$ cat config.mk
export PLATFORM = sky130hd
export DESIGN_NAME = vga_timing_gen
export DESIGN_NICKNAME = d
export VERILOG_FILES = /design/src/rtl/vga_pkg.sv /design/src/rtl/wrap_counter.sv /design/src/rtl/vga_timing_gen.sv
export SDC_FILE = /design/constraint.sdc
export NUM_CORES = 1
export LEC_CHECK = 0
export CORE_ASPECT_RATIO = 1.25
export CORE_MARGIN = 4
export CORE_UTILIZATION = 40
export DETAILED_ROUTE_END_ITERATION = 12
export GPL_TIMING_DRIVEN = 1
export PLACE_DENSITY = 0.66
export SLEW_MARGIN = 10
export SYNTH_ARGS = -nofsm -noshare
export SYNTH_HDL_FRONTEND = slang
export SYNTH_SLANG_ARGS = --single-unit
export TNS_END_PERCENT = 20
$ cat constraint.sdc
create_clock -name clk_25 -period 2.55 [get_ports clk_25]
set_clock_uncertainty 0.1 [all_clocks]
set_input_delay 0.3825 -clock clk_25 [delete_from_list [all_inputs] [get_ports clk_25]]
set_output_delay 0.3825 -clock clk_25 [all_outputs]
set_load 0.005 [all_outputs]
$ cat src/rtl/vga_pkg.sv
// vga_pkg: default 640x480@60 timing constants, derived frame totals and a
// helper that sizes counters to the smallest width holding a maximum value.
package vga_pkg;

    localparam int H_ACTIVE_DEF = 640;
    localparam int H_FP_DEF     = 16;
    localparam int H_SYNC_DEF   = 96;
    localparam int H_BP_DEF     = 48;
    localparam int V_ACTIVE_DEF = 480;
    localparam int V_FP_DEF     = 10;
    localparam int V_SYNC_DEF   = 2;
    localparam int V_BP_DEF     = 33;

    localparam int H_TOTAL = H_ACTIVE_DEF + H_FP_DEF + H_SYNC_DEF + H_BP_DEF;
    localparam int V_TOTAL = V_ACTIVE_DEF + V_FP_DEF + V_SYNC_DEF + V_BP_DEF;

    // Bits needed to represent 0..max_val; never less than one bit.
    function automatic int cnt_width(input int max_val);
        return (max_val < 2) ? 1 : $clog2(max_val + 1);
    endfunction

endpackage

$ cat src/rtl/wrap_counter.sv
// wrap_counter: counts 0..MAX, advancing on inc and returning to 0 after MAX.
// wrap flags the increment that rolls the count over, so a second counter can
// be chained off it.
module wrap_counter
    import vga_pkg::*;
#(
    parameter  int MAX = 1,
    localparam int W   = cnt_width(MAX)
) (
    input  logic         clk_25,
    input  logic         reset,
    input  logic         inc,
    input  logic         clear,
    output logic [W-1:0] count,
    output logic         wrap
);

    localparam logic [W-1:0] MAX_V = W'(MAX);

    assign wrap = inc && (count == MAX_V);

    // Count register: clear wins over increment, and the terminal value rolls to 0.
    always_ff @(posedge clk_25 or posedge reset) begin
        if (reset) begin
            count <= '0;
        end else if (clear) begin
            count <= '0;
        end else if (wrap) begin
            count <= '0;
        end else if (inc) begin
            count <= count + W'(1);
        end
    end

endmodule

$ cat src/rtl/vga_timing_gen.sv
// vga_timing_gen: VGA raster timing. A horizontal counter advances every pixel
// clock and a vertical counter advances on each line wrap. Every output is a
// registered decode of the counter values, so outputs trail the counters by one
// clock.
module vga_timing_gen
    import vga_pkg::*;
#(
    parameter int H_ACTIVE = H_ACTIVE_DEF,
    parameter int H_FP     = H_FP_DEF,
    parameter int H_SYNC   = H_SYNC_DEF,
    parameter int H_BP     = H_BP_DEF,
    parameter int V_ACTIVE = V_ACTIVE_DEF,
    parameter int V_FP     = V_FP_DEF,
    parameter int V_SYNC   = V_SYNC_DEF,
    parameter int V_BP     = V_BP_DEF
) (
    input  logic        clk_25,
    input  logic        reset,
    output logic        hsync,
    output logic        vsync,
    output logic [10:0] pxl_x,
    output logic [10:0] pxl_y,
    output logic        en,
    output logic        line_start,
    output logic        frame_start,
    output logic [15:0] frame_cnt,
    output logic [3:0]  red,
    output logic [3:0]  green,
    output logic [3:0]  blue
);

    localparam int H_LEN      = H_ACTIVE + H_FP + H_SYNC + H_BP;
    localparam int V_LEN      = V_ACTIVE + V_FP + V_SYNC + V_BP;
    localparam int HW         = cnt_width(H_LEN - 1);
    localparam int VW         = cnt_width(V_LEN - 1);
    localparam int H_SYNC_BEG = H_ACTIVE + H_FP;
    localparam int H_SYNC_END = H_SYNC_BEG + H_SYNC;
    localparam int V_SYNC_BEG = V_ACTIVE + V_FP;
    localparam int V_SYNC_END = V_SYNC_BEG + V_SYNC;

    logic [HW-1:0] h_cnt;
    logic [VW-1:0] v_cnt;
    logic          h_wrap;
    logic          v_wrap;
    logic          frame_done;
    logic [31:0]   h_val;
    logic [31:0]   v_val;
    logic          h_vis;
    logic          v_vis;
    logic          h_in_sync;
    logic          v_in_sync;
    logic          at_line;
    logic          at_origin;

    wrap_counter #(.MAX(H_LEN - 1)) u_h_cnt (
        .clk_25 (clk_25),
        .reset  (reset),
        .inc    (1'b1),
        .clear  (1'b0),
        .count  (h_cnt),
        .wrap   (h_wrap)
    );

    wrap_counter #(.MAX(V_LEN - 1)) u_v_cnt (
        .clk_25 (clk_25),
        .reset  (reset),
        .inc    (h_wrap),
        .clear  (1'b0),
        .count  (v_cnt),
        .wrap   (v_wrap)
    );

    // Decode the raw counter position into visibility, sync windows and line/frame markers.
    always_comb begin
        h_val     = 32'(h_cnt);
        v_val     = 32'(v_cnt);
        h_vis     = h_val < 32'(H_ACTIVE);
        v_vis     = v_val < 32'(V_ACTIVE);
        h_in_sync = (h_val >= 32'(H_SYNC_BEG)) && (h_val < 32'(H_SYNC_END));
        v_in_sync = (v_val >= 32'(V_SYNC_BEG)) && (v_val < 32'(V_SYNC_END));
        at_line   = (h_cnt == '0);
        at_origin = at_line && (v_cnt == '0);
    end

    // Register the decode; frame_done remembers a vertical wrap so the very first
    // frame after reset is not counted as a completed one.
    always_ff @(posedge clk_25 or posedge reset) begin
        if (reset) begin
            pxl_x       <= '0;
            pxl_y       <= '0;
            hsync       <= 1'b1;
            vsync       <= 1'b1;
            en          <= 1'b0;
            line_start  <= 1'b0;
            frame_start <= 1'b0;
            frame_cnt   <= '0;
            frame_done  <= 1'b0;
        end else begin
            pxl_x       <= 11'(h_cnt);
            pxl_y       <= 11'(v_cnt);
            hsync       <= !h_in_sync;
            vsync       <= !v_in_sync;
            en          <= h_vis && v_vis;
            line_start  <= at_line;
            frame_start <= at_origin;
            frame_done  <= v_wrap;
            if (frame_done) begin
                frame_cnt <= frame_cnt + 16'd1;
            end
        end
    end

    assign red   = '0;
    assign green = '0;
    assign blue  = '0;

endmodule

**After elaboration in Yosys (flattened, before gate mapping)**

Index checks and enable logic that the tools add are counted.

- Bits in registers: 62
- Logic and storage cells: 35

- $add $sub $neg: 3
- $lt $le $gt $ge: 6
- Equality and inequality tests: 2
- Muxes and demuxes: 3
- Reduce and logical (&&, ||, !) cells: 10

Operators with widths:

| kind | number |
|---|---|
| $mux 10 | 3 |
| $add 10x1->10 const B | 2 |
| $eq 10x10->1 const B | 2 |
| $logic_not 10->1 | 2 |
| $lt 10x10->1 const B | 2 |
| $lt 10x9->1 const B | 2 |
| $add 16x1->16 const B | 1 |
| $ge 10x10->1 const B | 1 |
| $ge 10x9->1 const B | 1 |
| $logic_and 1x1->1 | 5 |
| $logic_not 1->1 | 2 |
| $reduce_bool 2->1 | 1 |

**Logic depth before layout (Yosys ltp)**

Gate-level depths: netlist of the first run.

- Word-level depth: 3
- Mapped depth: 6
- Gate-level depth less buffers: 6

**Hierarchy**

From an unflattened synthesis of the first run, not the netlist that was laid out.

- Cell total of the unflattened synthesis: 238
- Area total of the unflattened synthesis: 2758.9 µm²

By module, submodules not included:

| module | instances | cells an instance | area an instance (µm²) | sequential area each (µm²) |
|---|---|---|---|---|
| vga_timing_gen | 1 | 118 | 1597.8 | 1053.5 |
| wrap_counter (u_v_cnt) | 1 | 60 | 581.8 | 250.2 |
| wrap_counter (u_h_cnt) | 1 | 60 | 579.3 | 250.2 |

**Worst setup path before layout of the first run**

OpenSTA, ideal clock, no wires.

- Path type: reg2reg
- Start point: reg u_h_cnt.count[5]
- End point: reg u_v_cnt.count[9]
- Library setup time: 121 ps
- Arrival: 1717 ps
- Required time: 2329 ps
- Slack: 611 ps
- Stages on the path, launching flop included: 6
- Path buffers: 1
- Clock period less this slack: 1939 ps
- Cells stage by stage: dfrtp_1 > or4b_1 > buf_6 > or3_4 > o22ai_1 > nor3_1

- Cells in the longest elaborated chain, start to end: 3
- Elaborated cells between the ends (all ways): 4

RTL lines:

| what | line | text |
|---|---|---|
| start, declared | wrap_counter.sv:14 | `output logic [W-1:0] count,` |
| start signal, assigned | wrap_counter.sv:31 | `count <= count + W'(1);` |
| $eq 10x10->1 (*) | wrap_counter.sv:20 | `assign wrap = inc && (count == MAX_V);` |
| $logic_and 1x1->1 | wrap_counter.sv:20 |  |
| $mux 10 / $reduce_bool 2->1 (equally long branches) | -- |  |
| end signal, assigned | wrap_counter.sv:31 |  |
| end, declared | wrap_counter.sv:14 |  |

Mark *: on every way between the ends. The rest lies on a longest branch, timed or not.
A chain may end at the register's enable or synchronous reset.

**Worst setup path in the final report of the first run**

Ends and elaborated chain as after synthesis.

==> summary.txt, run 1 <==
Run status
  • Status: completed

Routing
  • Vias per inst: just under 5
  • Drt initial violations: 42
  • Post-route ant nets: 0
  • WL/cell: around 13 µm
  • Drc violations: 0
  • Routed vias: approximately 1700
  • Routed wire length: 4740 µm
  • Detailed-router iteration count before antenna repair: 4

Floorplanning
  • Initial core utilization: 41.4%
  • Area of the die: 7770 µm²
  • # IOs: 57
  • Die Wd: around 80 µm
  • CORE AREA: 6210 µm²
  • Row count: 32
  • Die height: 97.6 µm

Setup path
  • Slack of the worst reg-to-reg path: 0.42 ns
  • CP arrival: 2.23 ns
  • Crit end category: register
  • CP Data Required Time: ~2.7 ns
  • R2R depth: 4
  • CP Max Fanout: 8
  • Type of the worst setup path: register to register
  • Crit start category: register

Pwr
  • Total power: 0.00186 W
  • P per Cell Area: around 570 nW/µm²
  • Leakage: 1.51 nW
  • Worst vdd ir: 0.228 mV

Logic synthesis
  • Synth area leader: dfrtp_1
  • Post-Syn Instances: 211
  • Post-Syn Area per Cell: between 10 and 15 µm²
  • Post-synthesis sequential area ratio: 60.6%
  • Post-synth ARST share: 100%
  • Post-synth top area share: 58.5%
  • Top-count cell post-synth: dfrtp_1
  • Commonest cells post-synth: dfrtp_1 (60), nand3_1 (19), xnor2_1 (17)
  • Top_reg_cell synth: dfrtp_1
  • Yosys warns: 0
  • Yosys cell types: 33
  • EDFF count, synth: 0
  • Synth area leaders: dfrtp_1 (59%), xnor2_1 (5.8%), buf_4 (4.1%)
  • Yosys reg bits: 62
  • Post-Syn Area: about 2600 µm²

STA
  • Final Hold Vio Count: 0
  • Least-Margin Pin Slew: roughly 0.63 ns
  • Final period utilization: 83.4%
  • RSZ-0062 raised after global routing: no
  • Clock period minus worst slack: 2.13 ns
  • Max Transition Viols Final: 0
  • Rel. slew slack: between 50% and 60%
  • Endpoints failing setup: 0
  • Fmax achieved: 470 MHz
  • Setup TNS: 0 ns

Worst hold path
  • HP Class: input port to asynchronous set/reset pin

Place
  • Detailed placer's ending HPWL: 3490 µm
  • I/O Buffers: 42
  • Placer Congestion: 0.801

Finish
  • ANT cells: 0
  • Nets: 269
  • Synth-to-Final Area Change: 26.6%
  • Share of cells above drive strength 1: 9.74%

GRT
  • Total grt overflow: 0
  • Global-route wire length before repair: 8050 µm
  • Pin count of the biggest net entering global routing: 24
  • Tot GR Track Use: 13.4%
  • Vias in the first global route: 1696
  • Initial antenna violation count: 0

Clock network
  • CTS tree: built
  • Worst-path clk slew: 0.06 ns
  • # clock sinks: 62
  • Clock Path Buffers: 2
  • Htree depth: 3
  • Hold Buf Count CTS: 0
  • CTS buffer count: 9
  • Post-CTS Setup Inserts: 0
  • CTS Root Cell: clkbuf_8
  • CTS resizes: 0
  • Worst-Skew Late Latency: 0.32 ns

Run
  • # Max-Cap Violations: 0
## cells by family after synthesis
kind of cell / after synthesis / synth area share [%]
xor gates and xnor gates: 28 / 9.56
buffers and inverters: 24 / 5.90
DFF: 62 / 60.6
and+or+nand+nor: 83 / 19.4
adders and majority gates: 5 / 2.44
AOI/OAI and AO/OA: 7 / 1.61
muxes: 1 / 0.439
other: 1 / 0.146
## area by class of cell
class / instances / area [µm²]
flip-flops and latches: 62 / 1550
multi-input cells: 138 / 910
repair buffers: 45 / 455
clock buffers: 13 / 159
inverters: 6 / 22.5
fillers: 563 / 2960
clock inverters: 3 / 42.5
well taps: 85 / 106
## report_power, final
| group | total (W) | internal, W | switching [W] |
|---|---|---|---|
| clock network | 0.000848 | 0.000504 | 0.000344 |
| registers | 0.000984 | 0.000984 | 0 |
| logic | 0.0000305 | 0.00000654 | 0.0000239 |
| total | 0.00186 | 0.00149 | 0.000368 |
## registers in the layout, summed over array words and instances (netlist names)
name,cells
en,1
frame_cnt,16
frame_done,1
frame_start,1
hsync,1
line_start,1
pxl_x,10
pxl_y,10
u_h_cnt.count,10
u_v_cnt.count,10
vsync,1
## per-layer routing
metal | vias up | wire length [µm] | GRT usage (%)
met2 | 47 | 2420 | 21.9
met5 | - | 0 | 0
met1 | 849 | 1970 | 15.9
met4 | 0 | 59 | 6.48
met3 | 4 | 288 | 3.80
li1 | 799 | - | -
## final timing paths
path / start / to
max in group asynchronous: reset / hsync
max: u_h_cnt.count[5] / u_v_cnt.count[9]
min in group clk_25: u_v_cnt.count[8] / pxl_y[8]
min reg2reg: u_v_cnt.count[8] / pxl_y[8]
max reg2reg: u_h_cnt.count[5] / u_v_cnt.count[9]
min: reset / frame_cnt[13]
## worst max-delay path, stage by stage, from the launching register on
cell     delay (ns)
dfrtp_1        0.46
or4b_1         0.74
or3_4          0.47
o22ai_1        0.18
nor3_1         0.07
## placed cells by master (no fill, tap or decap), drive strengths merged
master and n:
dfrtp 60, clkdlybuf4s50 42, nand3 19, xnor2 17, conb 14, nor2 13
clkbuf 13, xor2 11, and3 10, nand2 8, nand4 8, nor3 7
nor4 7, inv 6, ha 5, o21ai 4, and4 3, buf 3
nor2b 2, and2 2, dfstp 2, or4b 1, or3 1, o21a 1
o31ai 1, nor4b 1, or4 1, o22ai 1, mux2 1, clkinvlp 1
bufinv 1, clkinv 1
## stage by stage
| stage | hold slack, ns | setup WS [ns] | util [%] | cell area, µm² | std cells |
|---|---|---|---|---|---|
| 2_1_floorplan | 0.249 | 0.529 | - | 2620 | 224 |
| 3_3_place_gp | 0.335 | 0.483 | 49.1 | 3050 | 336 |
| 3_5_place_dp | 0.342 | 0.450 | 49.1 | 3050 | 336 |
| 4_1_cts | 0.260 | 0.427 | 52.4 | 3250 | 352 |
| 5_1_grt | 0.301 | 0.328 | 52.4 | 3250 | 352 |
| 6_report | 0.265 | 0.424 | 52.4 | 3250 | 352 |
No activity file was read; power rests on OpenSTA's default activity.
==> run 2, diff against run 1 <==
==> constraint.sdc (replaced) <==
create_clock -name clk_25 -period 2.1 [get_ports clk_25]
set_clock_uncertainty 0.1 [all_clocks]
set_input_delay 0.315 -clock clk_25 [delete_from_list [all_inputs] [get_ports clk_25]]
set_output_delay 0.315 -clock clk_25 [all_outputs]
set_load 0.005 [all_outputs]
==> summary.txt, run 2 (same netlist as run 1, synthesis figures left out) <==
Routing
  • Detailed-router iteration count before antenna repair: 4 (unchanged)
  • Drc violations: 0 (unchanged)
  • Top layer in use: met4 (unchanged)
  • Post-route ant nets: 0 (unchanged)
  • Routed met1 length: 2030 µm (was 1970 µm)
  • WL/cell: 13.5 µm (about the same)
  • Vias per inst: 4.76 (was 4.83)
  • Routed vias: 1694 (was 1699)
  • Drt initial violations: 115 (was 42)
  • Met2 routed WL: 2400 µm (was 2420 µm)
  • Routed wire length: 4810 µm (was 4740 µm)
  • WL met3: 245 µm (was 288 µm)

Finish
  • Max reg flops: 16 (unchanged)
  • Biggest register: frame_cnt (unchanged)
  • Multi-input logic area: 913 µm² (was 910 µm²)
  • Nets: 274 (was 269)
  • Commonest non-fill, non-tap cells in the layout: dfrtp_1 (60), clkdlybuf4s50_1 (42), nand3_1 (19) (unchanged)
  • Share of cells above drive strength 1: 11.1% (was 9.74%)
  • Register Area: 1550 µm² (unchanged)
  • Fillers: 561 (was 563)
  • ANT cells: 0 (unchanged)
  • Final design utilization: 52.5% (was 52.4%)
  • Commonest non-fill, non-tap cell in the layout: dfrtp_1 (unchanged)
  • Post-route cell area: 3260 µm² (was 3250 µm²)
  • Synth-to-Final Area Change: 26.9% (was 26.6%)

Place
  • Placer Congestion: 0.795 (was 0.801)
  • I/O Buffers: 42 (unchanged)
  • Placed inst area: 3090 µm² (was 3050 µm²)
  • Dpl ws: 0.117 ns (was 0.450 ns)
  • Detailed placer's ending HPWL: 3330 µm (was 3490 µm)

STA
  • Max Transition Viols Final: 0 (unchanged)
  • Final setup margin: 0.236 ns (was 0.424 ns)
  • Fmax achieved: 537 MHz (was 470 MHz)
  • Final Hold Vio Count: 0 (unchanged)
  • Clock period minus worst slack: 1.86 ns (was 2.13 ns)
  • Endpoints failing setup: 0 (unchanged)
  • RSZ-0062 raised after global routing: no (unchanged)
  • Hold Slack: 0.256 ns (was 0.265 ns)
  • Setup TNS: 0 ns (unchanged)
  • Final period utilization: 88.7% (was 83.4%)

Setup path
  • Slack of the worst reg-to-reg path: 0.24 ns (was 0.42 ns)
  • R2r endpoint: u_v_cnt.count[9] (unchanged)
  • Type of the worst setup path: register to register (unchanged)
  • R2R depth: 4 (unchanged)
  • Reg2Reg Launch Point: u_h_cnt.count[5] (unchanged)
  • Crit start category: register (unchanged)
  • CP arrival: 1.98 ns (was 2.23 ns)
  • CP Data Required Time: 2.22 ns (was 2.66 ns)
  • Crit end category: register (unchanged)
  • CP Max Fanout: 7 (was 8)

Floorplanning
  • Die height: 97.6 µm (unchanged)
  • Area of the die: 7770 µm² (unchanged)
  • Die Wd: 79.6 µm (unchanged)
  • Row count: 32 (unchanged)
  • Initial core utilization: 41.4% (unchanged)
  • # IOs: 57 (unchanged)
  • CORE AREA: 6210 µm² (unchanged)

GRT
  • Tot GR Track Use: 13.5% (was 13.4%)
  • Vias in the first global route: 1711 (was 1696)
  • Global-route wire length before repair: 8110 µm (was 8050 µm)
  • Total grt overflow: 0 (unchanged)
  • Initial antenna violation count: 0 (unchanged)
  • Pin count of the biggest net entering global routing: 63 (was 24)

Clock network
  • Worst-Skew Late Latency: 0.33 ns (was 0.32 ns)
  • Hold Buf Count CTS: 0 (unchanged)
  • # clock sinks: 62 (unchanged)
  • CTS Root Cell: clkbuf_8 (unchanged)
  • Clock Path Buffers: 2 (unchanged)
  • Worst-path clk slew: 0.06 ns (about the same)
  • Htree depth: 3 (unchanged)
  • CTS buffer count: 9 (unchanged)
  • CTS tree: built (unchanged)

Pwr
  • Worst vdd ir: 0.260 mV (was 0.228 mV)
  • Leakage: 1.52 nW (was 1.51 nW)
  • P per Cell Area: 656 nW/µm² (was 573 nW/µm²)

Run status
  • Status: completed (unchanged)

Worst hold path
  • HP Class: input port to asynchronous set/reset pin (unchanged)

Run
  • # Max-Cap Violations: 0 (unchanged)
[run 2: changes by cell type in the layout (fill, tap and decap cells not counted), sizes merged]
cell	change
buf	+5
bufinv	-1
clkbuf	+1
clkinvlp	-1
[run 2: cell type report]
| class | count | area share [%] |
|---|---|---|
| Multi-Input combinational cell | 138 | 28.0 |
| Sequential cell | 62 | 47.7 |
| Tap cell | 85 | 3.27 |
| Clock buffer | 14 | 4.99 |
| Inverter | 6 | 0.692 |
| Timing Repair Buffer | 50 | 15.1 |
| Clock inverter | 1 | 0.154 |
[run 2: per-layer routing]
layer / GRT usage (%) / vias up
met4: 9.13 / 0
met1: 16.3 / 823
met2: 21.5 / 50
met3: 2.50 / 8
met5: 0 / -
li1: - / 813
[run 2: worst max path at each step]
stage / depth (start not counted) / slack, ns / end / startpoint
3_5_place_dp: 4 / 0.12 / u_v_cnt.count[9] / u_h_cnt.count[5]
4_1_cts: 4 / 0.1 / u_v_cnt.count[6] / u_h_cnt.count[5]
3_3_place_gp: 4 / 0.12 / u_v_cnt.count[9] / u_h_cnt.count[5]
5_1_grt: 4 / 0.14 / u_v_cnt.count[7] / u_h_cnt.count[5]
6_report: 4 / 0.24 / u_v_cnt.count[9] / u_h_cnt.count[5]
2_1_floorplan: 1 / 0.15 / en / reset
[run 2: timing repair]
item                       4_1_cts  5_1_grt
buffers inserted                 0        0
setup endpoints to repair        0        1
gates resized for setup          0        1
[run 2: power breakdown]
| part | switching [W] | internal (W) |
|---|---|---|
| registers | 0 | 0.00119 |
| logic | 0.0000285 | 0.00000576 |
| clock network | 0.000423 | 0.000486 |
| total | 0.000451 | 0.00169 |
[run 2: worst max-delay path, cell delays in order, from the launching register on]
cell and delay [ns]:
dfrtp_1 0.37, or4b_4 0.61, or3_4 0.43, o22ai_1 0.18
nor3_1 0.06
[run 2: metrics by stage]
| stage | cells | power [W] |
|---|---|---|
| 2_1_floorplan | 224 | 0.00126 |
| 3_3_place_gp | 341 | 0.00125 |
| 3_5_place_dp | 341 | 0.00125 |
| 4_1_cts | 356 | 0.00217 |
| 5_1_grt | 356 | 0.00222 |
| 6_report | 356 | 0.00214 |
==> run 3, diff against run 2 <==
--- a/config.mk
+++ b/config.mk
@@ -11,7 +11,7 @@
 export DETAILED_ROUTE_END_ITERATION = 12
 export GPL_TIMING_DRIVEN = 1
 export PLACE_DENSITY = 0.66
-export SLEW_MARGIN = 10
+export SLEW_MARGIN = 20
 export SYNTH_ARGS = -nofsm -noshare
 export SYNTH_HDL_FRONTEND = slang
 export SYNTH_SLANG_ARGS = --single-unit
==> results of run 3 <==
Final layout, timing and power as in run 2 (identical DEF).
